==> src/rtl/z80_bus_pkg.sv <==
`default_nettype none
// ============================================================================
//  Module      : z80_bus_pkg
//  Description : Shared types and constants for the tv80s bus responder:
//                bus-cycle classification, responder FSM states, helpers.
//  Revision    : 1.0 - initial release
// ============================================================================
package z80_bus_pkg;

  // Bus cycle kinds recognised at cycle start
  typedef enum logic [2:0] {
    CYC_NONE  = 3'd0,
    CYC_M1    = 3'd1,
    CYC_MEMRD = 3'd2,
    CYC_MEMWR = 3'd3,
    CYC_IORD  = 3'd4,
    CYC_IOWR  = 3'd5,
    CYC_INTA  = 3'd6
  } cyc_e;

  // Responder FSM states
  typedef enum logic [2:0] {
    S_IDLE   = 3'd0,
    S_ACCESS = 3'd1,
    S_WAIT   = 3'd2,
    S_HOLD   = 3'd3,
    S_DRAIN  = 3'd4
  } state_e;

  // Value presented on di out of reset
  localparam logic [7:0] DI_RESET = 8'hFF;

  // Cycle kinds that return a byte to the CPU on di
  function automatic logic cyc_is_read(input cyc_e c);
    return (c == CYC_M1) || (c == CYC_MEMRD) || (c == CYC_IORD) || (c == CYC_INTA);
  endfunction

  // Cycle kinds framed by iorq_n rather than mreq_n
  function automatic logic cyc_is_io(input cyc_e c);
    return (c == CYC_IORD) || (c == CYC_IOWR) || (c == CYC_INTA);
  endfunction

endpackage
`default_nettype wire

==> src/rtl/z80_bus_responder_decode.sv <==
`default_nettype none
// ============================================================================
//  Module      : z80_cycle_decode
//  Description : Combinational classifier from the Z80 strobes to a cycle
//                kind plus an illegal-combination flag. Refresh is NONE.
//  Revision    : 1.0 - initial release
// ============================================================================
module z80_cycle_decode
  import z80_bus_pkg::*;
(
  input  logic m1_n_i,
  input  logic mreq_n_i,
  input  logic iorq_n_i,
  input  logic rd_n_i,
  input  logic wr_n_i,
  input  logic rfsh_n_i,
  output cyc_e cyc_o,
  output logic illegal_o
);

  logic w_illegal;

  // Both address spaces at once, or both directions at once, is never valid
  assign w_illegal = (!mreq_n_i && !iorq_n_i) || (!rd_n_i && !wr_n_i);
  assign illegal_o = w_illegal;

  // Classify the strobe pattern; anything unrecognised stays CYC_NONE
  always_comb begin
    cyc_o = CYC_NONE;
    if (!w_illegal) begin
      if (!mreq_n_i) begin
        // mreq with rfsh low is a refresh cycle and is ignored
        if (rfsh_n_i) begin
          if (!rd_n_i) begin
            cyc_o = m1_n_i ? CYC_MEMRD : CYC_M1;
          end else if (!wr_n_i) begin
            cyc_o = CYC_MEMWR;
          end
        end
      end else if (!iorq_n_i) begin
        if (!m1_n_i) begin
          cyc_o = CYC_INTA;
        end else if (!rd_n_i) begin
          cyc_o = CYC_IORD;
        end else if (!wr_n_i) begin
          cyc_o = CYC_IOWR;
        end
      end
    end
  end

endmodule
`default_nettype wire

==> src/rtl/z80_bus_responder.sv <==
`default_nettype none
// ============================================================================
//  Module      : z80_bus_responder
//  Description : Slave end of the tv80s memory/IO bus. Decodes CPU cycles,
//                issues single-clock requests to a backing store and an IO
//                port, inserts wait states and returns read data on di.
//  Revision    : 1.0 - initial release
// ============================================================================
module z80_bus_responder
  import z80_bus_pkg::*;
#(
  parameter int unsigned WAIT_M1  = 0,
  parameter int unsigned WAIT_MEM = 0,
  parameter int unsigned WAIT_IO  = 1
) (
  input  logic        clk,
  input  logic        reset_n,
  input  logic        m1_n,
  input  logic        mreq_n,
  input  logic        iorq_n,
  input  logic        rd_n,
  input  logic        wr_n,
  input  logic        rfsh_n,
  input  logic [15:0] A,
  input  logic [7:0]  dout,
  output logic [7:0]  di,
  output logic        wait_n,
  input  logic [7:0]  int_vec,
  output logic [15:0] mem_addr,
  output logic [7:0]  mem_wdata,
  output logic        mem_re,
  output logic        mem_we,
  input  logic [7:0]  mem_rdata,
  output logic [7:0]  io_addr,
  output logic [7:0]  io_wdata,
  output logic        io_re,
  output logic        io_we,
  input  logic [7:0]  io_rdata,
  output logic [15:0] fetch_cnt,
  output logic        bus_err
);

  localparam logic [2:0] c_wait_m1  = 3'(WAIT_M1);
  localparam logic [2:0] c_wait_mem = 3'(WAIT_MEM);
  localparam logic [2:0] c_wait_io  = 3'(WAIT_IO);

  state_e      state_q,     state_d;
  cyc_e        cyc_q,       cyc_d;
  logic [2:0]  wcnt_q,      wcnt_d;
  logic        wait_n_q,    wait_n_d;
  logic        load_q,      load_d;
  logic        post_rst_q,  post_rst_d;
  logic [7:0]  di_q,        di_d;
  logic [15:0] mem_addr_q,  mem_addr_d;
  logic [7:0]  mem_wdata_q, mem_wdata_d;
  logic        mem_re_q,    mem_re_d;
  logic        mem_we_q,    mem_we_d;
  logic [7:0]  io_addr_q,   io_addr_d;
  logic [7:0]  io_wdata_q,  io_wdata_d;
  logic        io_re_q,     io_re_d;
  logic        io_we_q,     io_we_d;
  logic [15:0] fetch_cnt_q, fetch_cnt_d;
  logic        bus_err_q,   bus_err_d;

  cyc_e        w_cyc;
  logic        w_illegal;
  logic [2:0]  w_wait;
  logic        w_strobe_active;
  logic        w_strobe_released;

  z80_cycle_decode u_decode (
    .m1_n_i    (m1_n),
    .mreq_n_i  (mreq_n),
    .iorq_n_i  (iorq_n),
    .rd_n_i    (rd_n),
    .wr_n_i    (wr_n),
    .rfsh_n_i  (rfsh_n),
    .cyc_o     (w_cyc),
    .illegal_o (w_illegal)
  );

  assign w_strobe_active   = !mreq_n || !iorq_n;
  // The strobe framing the current cycle: iorq_n for IO/INTA, else mreq_n
  assign w_strobe_released = cyc_is_io(cyc_q) ? iorq_n : mreq_n;

  // Wait-state count for the cycle being started
  always_comb begin
    w_wait = c_wait_io;
    case (w_cyc)
      CYC_M1:              w_wait = c_wait_m1;
      CYC_MEMRD, CYC_MEMWR: w_wait = c_wait_mem;
      default:             w_wait = c_wait_io;
    endcase
  end

  // Next-state, request pulses, wait countdown and read-data capture
  always_comb begin
    state_d     = state_q;
    cyc_d       = cyc_q;
    wcnt_d      = wcnt_q;
    wait_n_d    = wait_n_q;
    load_d      = 1'b0;
    post_rst_d  = post_rst_q;
    di_d        = di_q;
    mem_addr_d  = mem_addr_q;
    mem_wdata_d = mem_wdata_q;
    mem_re_d    = 1'b0;
    mem_we_d    = 1'b0;
    io_addr_d   = io_addr_q;
    io_wdata_d  = io_wdata_q;
    io_re_d     = 1'b0;
    io_we_d     = 1'b0;
    fetch_cnt_d = fetch_cnt_q;
    bus_err_d   = bus_err_q;

    // Read data lands one clock after the request, independent of waits
    if (load_q) begin
      case (cyc_q)
        CYC_M1, CYC_MEMRD: di_d = mem_rdata;
        CYC_IORD:          di_d = io_rdata;
        CYC_INTA:          di_d = int_vec;
        default:           di_d = di_q;
      endcase
    end

    // wait_n releases on the edge that consumes the last wait state
    if (wcnt_q != 3'd0) begin
      wcnt_d = wcnt_q - 3'd1;
      if (wcnt_q == 3'd1) begin
        wait_n_d = 1'b1;
      end
    end

    case (state_q)
      S_IDLE: begin
        post_rst_d = 1'b0;
        if (post_rst_q && w_strobe_active) begin
          // A cycle that straddled reset is never serviced
          state_d = S_DRAIN;
        end else if (w_illegal) begin
          bus_err_d = 1'b1;
          state_d   = S_DRAIN;
        end else if (w_cyc != CYC_NONE) begin
          state_d  = S_ACCESS;
          cyc_d    = w_cyc;
          wcnt_d   = w_wait;
          wait_n_d = (w_wait == 3'd0);
          case (w_cyc)
            CYC_M1: begin
              mem_addr_d  = A;
              mem_re_d    = 1'b1;
              fetch_cnt_d = fetch_cnt_q + 16'd1;
            end
            CYC_MEMRD: begin
              mem_addr_d = A;
              mem_re_d   = 1'b1;
            end
            CYC_MEMWR: begin
              mem_addr_d  = A;
              mem_wdata_d = dout;
              mem_we_d    = 1'b1;
            end
            CYC_IORD: begin
              io_addr_d = A[7:0];
              io_re_d   = 1'b1;
            end
            CYC_IOWR: begin
              io_addr_d  = A[7:0];
              io_wdata_d = dout;
              io_we_d    = 1'b1;
            end
            default: begin
              // INTA: no request, vector returned through the load path
            end
          endcase
        end
      end
      S_ACCESS: begin
        load_d  = cyc_is_read(cyc_q);
        state_d = (wcnt_q > 3'd1) ? S_WAIT : S_HOLD;
      end
      S_WAIT: begin
        if (wcnt_q <= 3'd1) begin
          state_d = S_HOLD;
        end
      end
      S_HOLD: begin
        if (w_strobe_released) begin
          state_d = S_IDLE;
        end
      end
      S_DRAIN: begin
        if (mreq_n && iorq_n) begin
          state_d = S_IDLE;
        end
      end
      default: begin
        state_d = S_IDLE;
      end
    endcase
  end

  // State and output registers with synchronous active-low reset
  always_ff @(posedge clk) begin
    if (!reset_n) begin
      state_q     <= S_IDLE;
      cyc_q       <= CYC_NONE;
      wcnt_q      <= 3'd0;
      wait_n_q    <= 1'b1;
      load_q      <= 1'b0;
      post_rst_q  <= 1'b1;
      di_q        <= DI_RESET;
      mem_addr_q  <= 16'h0000;
      mem_wdata_q <= 8'h00;
      mem_re_q    <= 1'b0;
      mem_we_q    <= 1'b0;
      io_addr_q   <= 8'h00;
      io_wdata_q  <= 8'h00;
      io_re_q     <= 1'b0;
      io_we_q     <= 1'b0;
      fetch_cnt_q <= 16'h0000;
      bus_err_q   <= 1'b0;
    end else begin
      state_q     <= state_d;
      cyc_q       <= cyc_d;
      wcnt_q      <= wcnt_d;
      wait_n_q    <= wait_n_d;
      load_q      <= load_d;
      post_rst_q  <= post_rst_d;
      di_q        <= di_d;
      mem_addr_q  <= mem_addr_d;
      mem_wdata_q <= mem_wdata_d;
      mem_re_q    <= mem_re_d;
      mem_we_q    <= mem_we_d;
      io_addr_q   <= io_addr_d;
      io_wdata_q  <= io_wdata_d;
      io_re_q     <= io_re_d;
      io_we_q     <= io_we_d;
      fetch_cnt_q <= fetch_cnt_d;
      bus_err_q   <= bus_err_d;
    end
  end

  assign di        = di_q;
  assign wait_n    = wait_n_q;
  assign mem_addr  = mem_addr_q;
  assign mem_wdata = mem_wdata_q;
  assign mem_re    = mem_re_q;
  assign mem_we    = mem_we_q;
  assign io_addr   = io_addr_q;
  assign io_wdata  = io_wdata_q;
  assign io_re     = io_re_q;
  assign io_we     = io_we_q;
  assign fetch_cnt = fetch_cnt_q;
  assign bus_err   = bus_err_q;

endmodule
`default_nettype wire

==> config.mk <==
export PLATFORM = sky130hd
export DESIGN_NAME = z80_bus_responder
export DESIGN_NICKNAME = d
export VERILOG_FILES = /design/src/rtl/z80_bus_pkg.sv /design/src/rtl/z80_bus_responder_decode.sv /design/src/rtl/z80_bus_responder.sv
export SDC_FILE = /design/constraint.sdc
export NUM_CORES = 1
export LEC_CHECK = 0
export CAP_MARGIN = 20
export CORE_MARGIN = 1.5
export CORE_UTILIZATION = 45
export CTS_BUF_LIST = sky130_fd_sc_hd__clkbuf_16
export DETAILED_ROUTE_END_ITERATION = 8
export PLACE_DENSITY = 0.8
export SETUP_SLACK_MARGIN = 0.4
export SKIP_LAST_GASP = 1
export SLEW_MARGIN = 10
export SYNTH_ARGS = -nofsm -noshare
export SYNTH_HDL_FRONTEND = slang
export SYNTH_HIERARCHICAL = 1
export SYNTH_SLANG_ARGS = --single-unit
==> constraint.sdc <==
create_clock -name clk -period 3.15 [get_ports clk]
set_clock_uncertainty 0.15 [all_clocks]
set_input_delay 0.63 -clock clk [delete_from_list [all_inputs] [get_ports clk]]
set_output_delay 0.63 -clock clk [all_outputs]
set_load 0.005 [all_outputs]
# Word-level counts from Yosys, hierarchy flattened
# Index checks and enable logic that the tools add are counted.
# Widths: inputs -> output; s select.
# classes
addsub,2
magnitude_cmp,2
n_eq_ne,19
mux,36
bitwise,5
reduce_logical,35
# op_table
operator,n
$mux 3,19
$reduce_and 5->1,5
$pmux 8 s3,1
$eq 3x3->1 const B,6
$add 16x1->16 const B,1
$eq 3x2->1 const B,5
$pmux 3 s5,1
$mux 1,13
$eq 3x1->1 const B,4
$reduce_bool 3->1,3
$reduce_and 4->1,2
$logic_or 1x1->1,7
$logic_not 3->1,2
$ne 2x2->1 const B,3
$reduce_or 2->1,3
$not 1->1,5
$reduce_or 5->1,1
$logic_and 1x1->1,4
$logic_not 1->1,4
$mux 2,2
$ne 4x3->1 const B,1
$reduce_and 2->1,2
$gt 3x1->1 const B,1
$le 3x1->1 const B,1
other kinds (3),3
# word_totals
reg_bits,81
inputBits,56
output_inout_bits,70

# Logic depth before layout (Yosys ltp)
# logic_depth
word_depth,14
depth_mapped,9
depth_no_buf,7

# Modules after synthesis
# Netlist, hierarchy kept.
# by_module_without_submodules
module,n_inst,cells_per_inst,area_per_inst_um2,seq_area_each_um2
z80_bus_responder,1,407,3543.4,1621.6
z80_cycle_decode,1,13,80.1,0.0

# Least setup slack after synthesis
# No wires, ideal clock.
# synth_path
path_type,input -> register
from,input port m1_n
to,"register fetch_cnt_q[12], in the netlist fetch_cnt[12]"
t_arrival_ps,2664
slack_ps,265
path_stages,8
path_buffers,1
cell_sequence,or3b_1 > a21o_1 > o21ai_0 > buf_2 > or4b_4 > nor4_4 > or4b_1 > a21oi_1
# synth_between
elab_chain_len,7
word_cells_on_any_way,10
# synth_lines
element,line_no,source
"start, declared",z80_bus_responder.sv:18,"input logic m1_n,"
$mux 2,z80_bus_responder_decode.sv:35,cyc_o = m1_n_i ? CYC_MEMRD : CYC_M1;
$mux 3,z80_bus_responder_decode.sv:34,if (!rd_n_i) begin
$mux 3,z80_bus_responder_decode.sv:33,if (rfsh_n_i) begin
$mux 3 *,z80_bus_responder_decode.sv:31,if (!mreq_n_i) begin
$mux 3 *,z80_bus_responder_decode.sv:30,if (!w_illegal) begin
via w_cyc[0],z80_bus_responder.sv:65,cyc_e w_cyc;
$eq 3x1->1 or $reduce_bool 3->1 (tied branches),"z80_bus_responder.sv:148, z80_bus_responder.sv:143",
$reduce_and 5->1 (no line) *,-,
"end signal, assigned",z80_bus_responder.sv:239,fetch_cnt_q <= fetch_cnt_d;
"end, declared",z80_bus_responder.sv:62,"logic [15:0] fetch_cnt_q, fetch_cnt_d;"
# The timed path passes the listed nets; every way through them passes the cells marked *.
# A chain may end at the register's enable or synchronous reset.

# Final worst setup path
# layout_path
from,input port wr_n
to,"register fetch_cnt_q[12], in the netlist fetch_cnt[12]"
# layout_between
elab_chain_len,8
word_cells_on_any_way,16
# layout_lines
element,line_no,source
"start, declared",z80_bus_responder.sv:22,"input logic wr_n,"
$mux 3,z80_bus_responder_decode.sv:45,end else if (!wr_n_i) begin
$mux 3,z80_bus_responder_decode.sv:43,end else if (!rd_n_i) begin
$mux 3,z80_bus_responder_decode.sv:41,if (!m1_n_i) begin
$mux 3,z80_bus_responder_decode.sv:40,end else if (!iorq_n_i) begin
$mux 3,z80_bus_responder_decode.sv:31,
$mux 3 *,z80_bus_responder_decode.sv:30,
via w_cyc[0],z80_bus_responder.sv:65,
$eq 3x1->1 or $reduce_bool 3->1 (tied branches),"z80_bus_responder.sv:148, z80_bus_responder.sv:143",
$reduce_and 5->1 (no line) *,-,
# Marks and branches as above.

==> metrics.cfg <==
[outcome]
status = finished, final reports clean

[yosys]
synthFlopType = dfxtp_1
synth-edff-count = 0
ys_ff_latch = 81
synth.distinct_cells = 52
async_flop_share = 0
synth_area_um2 = 3623
yosysWarningCount = 6
synth_nets = 480
synthCells = 420
syn_avg_cell_area_um2 = 8.627
seq_area_frac_synth = 0.4475

[routing]
antenna_left = 0
drt-initial-drc-count = 121
drc_errors = 0
wl_per_cell_um = 14.22
drt-pass1-iter-count = 5
vias = 3501
viasPerCell = 5.297
drt-total-wl_mm = 9.400

[timing]
rsz0062_at_grt = false
fin_ws_ns = 0.4817
hold_viol = 0
worst_pin_slew_ns = 0.8484
max_freq_mhz = 374.8
slew_violations = 0
period_needed_ns = 2.668
holdWs_ns = 0.3012
fin_crit_sh = 0.8471
fin_setup_tns_ns = 0
max-slew-margin-rel = 0.4332
finalSetupViolations = 0

[final_layout]
drive_gt1_frac = 0.09481
layout.nets = 614
diodes = 0
fin_area_um2 = 5399
area_delta_synth_final_pct = 49.00

[global_route]
antenna_found_initial = 0
met3_usage = 0.05911
grt_use_met2 = 0.3915
met1_usage = 0.2643
top_usage_layer = met2
grt_max_degree = 70
overflow = 0
grt_usage = 0.2223
grt_pass1_wl_mm = 15.54
grt_pass1_vias = 3384

[worst_hold_path]
holdCritPathClass = flip-flop to flip-flop

[worst_setup_path]
cp_num_buf_inv = 1
crit_type = input pin to flip-flop
required_ns = 3.25
worstPathArrival_ns = 2.77
crit_chain = dlygate4sd2_1 > or3b_1 > a21o_1 > o21ai_2 > or4b_4 > nor4_4 > or4b_1 > a21oi_1
critPathLaunchType = input pin
worstSetupEndpointType = flip-flop
path_delay_family = simple AND/OR/NAND/NOR gates
path_max_fanout = 3
crit_slowest_cell = or4b_4
max_stage_delay_ns = 0.51

[floorplanning]
row_count = 32
die_w_um = 92.74
start_util = 0.4665
io_pins = 126
die_h_um = 92.74
core_um2 = 7767
die_area_um2 = 8600

[power_and_ir_drop]
leakage_nw = 2.019
power_per_cell_area_nw_per_um2 = 448.7
vdd_drop_max_mv = 0.2664

[place]
post_dp_cell_area_um2 = 5097
place.gp.congestion = 0.8725
dp_hpwl_mm = 6.952
pre_cts_slack_ns = -0.1200
port_buffers = 125

[cts]
ctsLongestPathBuffers = 2
numCtsBuffers = 9
cts_hold_buf = 0
clk_pin_slew_ns = 0.06
htree_levels = 3
cts_tree = yes
cts_sinks = 81
clock_latency_ns = 0.32
clk_root_buffer_cell = clkbuf_16

[job]
drv_cap = 0

[layer usage]
metal | share of wire | vias up
met5 | 0 | -
met4 | 0.011 | 0
met3 | 0.071 | 11
met2 | 0.50 | 115
met1 | 0.42 | 1610
li1 | - | 1765
[cells in the final DEF (no fill, tap or decap), types with 4 or more instances in the layout]
master	Yosys	final
clkdlybuf4s50_1	0	119
nand2_1	83	83
dfxtp_1	81	81
nand3_1	34	34
o21ai_0	31	29
mux2i_1	27	27
nor2_1	18	18
buf_4	0	17
o21ai_1	14	14
a21oi_1	13	13
o211ai_1	9	9
clkbuf_16	0	9
nand2b_1	8	8
and3_1	6	6
or3_1	5	5
o31ai_1	4	4
or4_1	4	4
ha_1	4	4
buf_12	0	4
[flip-flops by register name, summed over array words and instances (netlist names)]
register / cells
bus_err: 1
cyc_q: 3
di: 8
fetch_cnt: 16
io_addr: 8
io_re: 1
io_wdata: 8
io_we: 1
load_q: 1
mem_addr: 16
mem_re: 1
mem_wdata: 8
mem_we: 1
post_rst_q: 1
state_q: 3
wait_n: 1
wcnt_q: 3
[timing repair]
| item | in CTS | in global routing |
|---|---|---|
| pin swaps | 7 | 2 |
| setup endpoints to repair | 30 | 1 |
| gates cloned | 0 | 0 |
| buffers inserted | 1 | 0 |
| gates resized for setup | 15 | 0 |
[tightest hold or removal path: cells and delay by family, from the launching register on]
kind	cells	cell delay [ns]
and+or+nand+nor	1	0.05
DFF	1	0.31
AOI/OAI and AO/OA	1	0.05
[cell families (layout without fill, tap and decap cells)]
kind of cell	count (synthesis)	after routing	share of synthesized area
xor gates and xnor gates	6	6	0.01451
DFF	81	81	0.4475
AOI/OAI and AO/OA	87	87	0.1423
and+or+nand+nor	189	189	0.2766
muxes	27	27	0.07459
buffers and inverters	26	165	0.03073
adders and majority gates	4	4	0.01381
[stage by stage]
stage | instances | util | power (mW)
5_1_grt | 661 | 0.6951 | 2.537
2_1_floorplan | 420 | - | 1.356
6_report | 661 | 0.6951 | 2.422
4_1_cts | 661 | 0.6951 | 2.445
3_3_place_gp | 644 | 0.6563 | 1.503
3_5_place_dp | 644 | 0.6563 | 1.520
[Yosys cell counts (all sizes together) (2+ instances only)]
cell / n / area (µm²)
nand2b: 8 / 50.05
or4: 4 / 30.03
or3: 5 / 31.28
nand4b: 2 / 17.52
or4b: 2 / 23.77
mux2i: 27 / 270.3
or3b: 2 / 17.52
nor4: 4 / 55.05
nor4b: 2 / 47.55
nor2b: 2 / 12.51
o211ai: 9 / 67.56
and3: 6 / 37.54
a21boi: 2 / 18.77
ha: 4 / 50.05
nand4: 4 / 31.28
xnor2: 3 / 26.28
o22ai: 2 / 12.51
dfxtp: 81 / 1622
buf: 7 / 40.03
a31oi: 2 / 12.51
o21a: 3 / 22.52
a21oi: 13 / 65.06
o21ai: 45 / 225.2
o31ai: 4 / 30.03
and2: 3 / 18.77
nand2: 83 / 311.6
xor2: 3 / 26.28
inv: 2 / 7.510
nand3b: 2 / 15.01
nand3: 34 / 170.2
and4: 2 / 17.52
clkbuf: 16 / 60.06
nor3: 4 / 30.03
nor2: 18 / 67.56
[cell type report]
cell class	instances	area, µm²
fill	591	2369
clock buffer	9	225.2
inverter	3	11.26
sequential	81	1622
tap	102	127.6
clock inverter	7	38.79
multi-input combinational	313	1924
timing repair buffer	146	1450
[path summary, 6_finish.rpt]
path,startpoint,slack [ns],endpoint,depth (start not counted)
max,wr_n,0.48,fetch_cnt[12],8
min,mem_addr[13],0.30,mem_addr[13],2
max reg2reg,state_q[0],1.09,io_wdata[1],5
min reg2reg,mem_addr[13],0.30,mem_addr[13],2
[power by group]
part / leakage [nW] / internal, mW / switching, mW
Combinational: 1.23 / 0.201 / 0.205
Sequential: 0.655 / 1.06 / 0.0390
Clock: 0.134 / 0.524 / 0.390
Power figures use the tool's default switching activity.
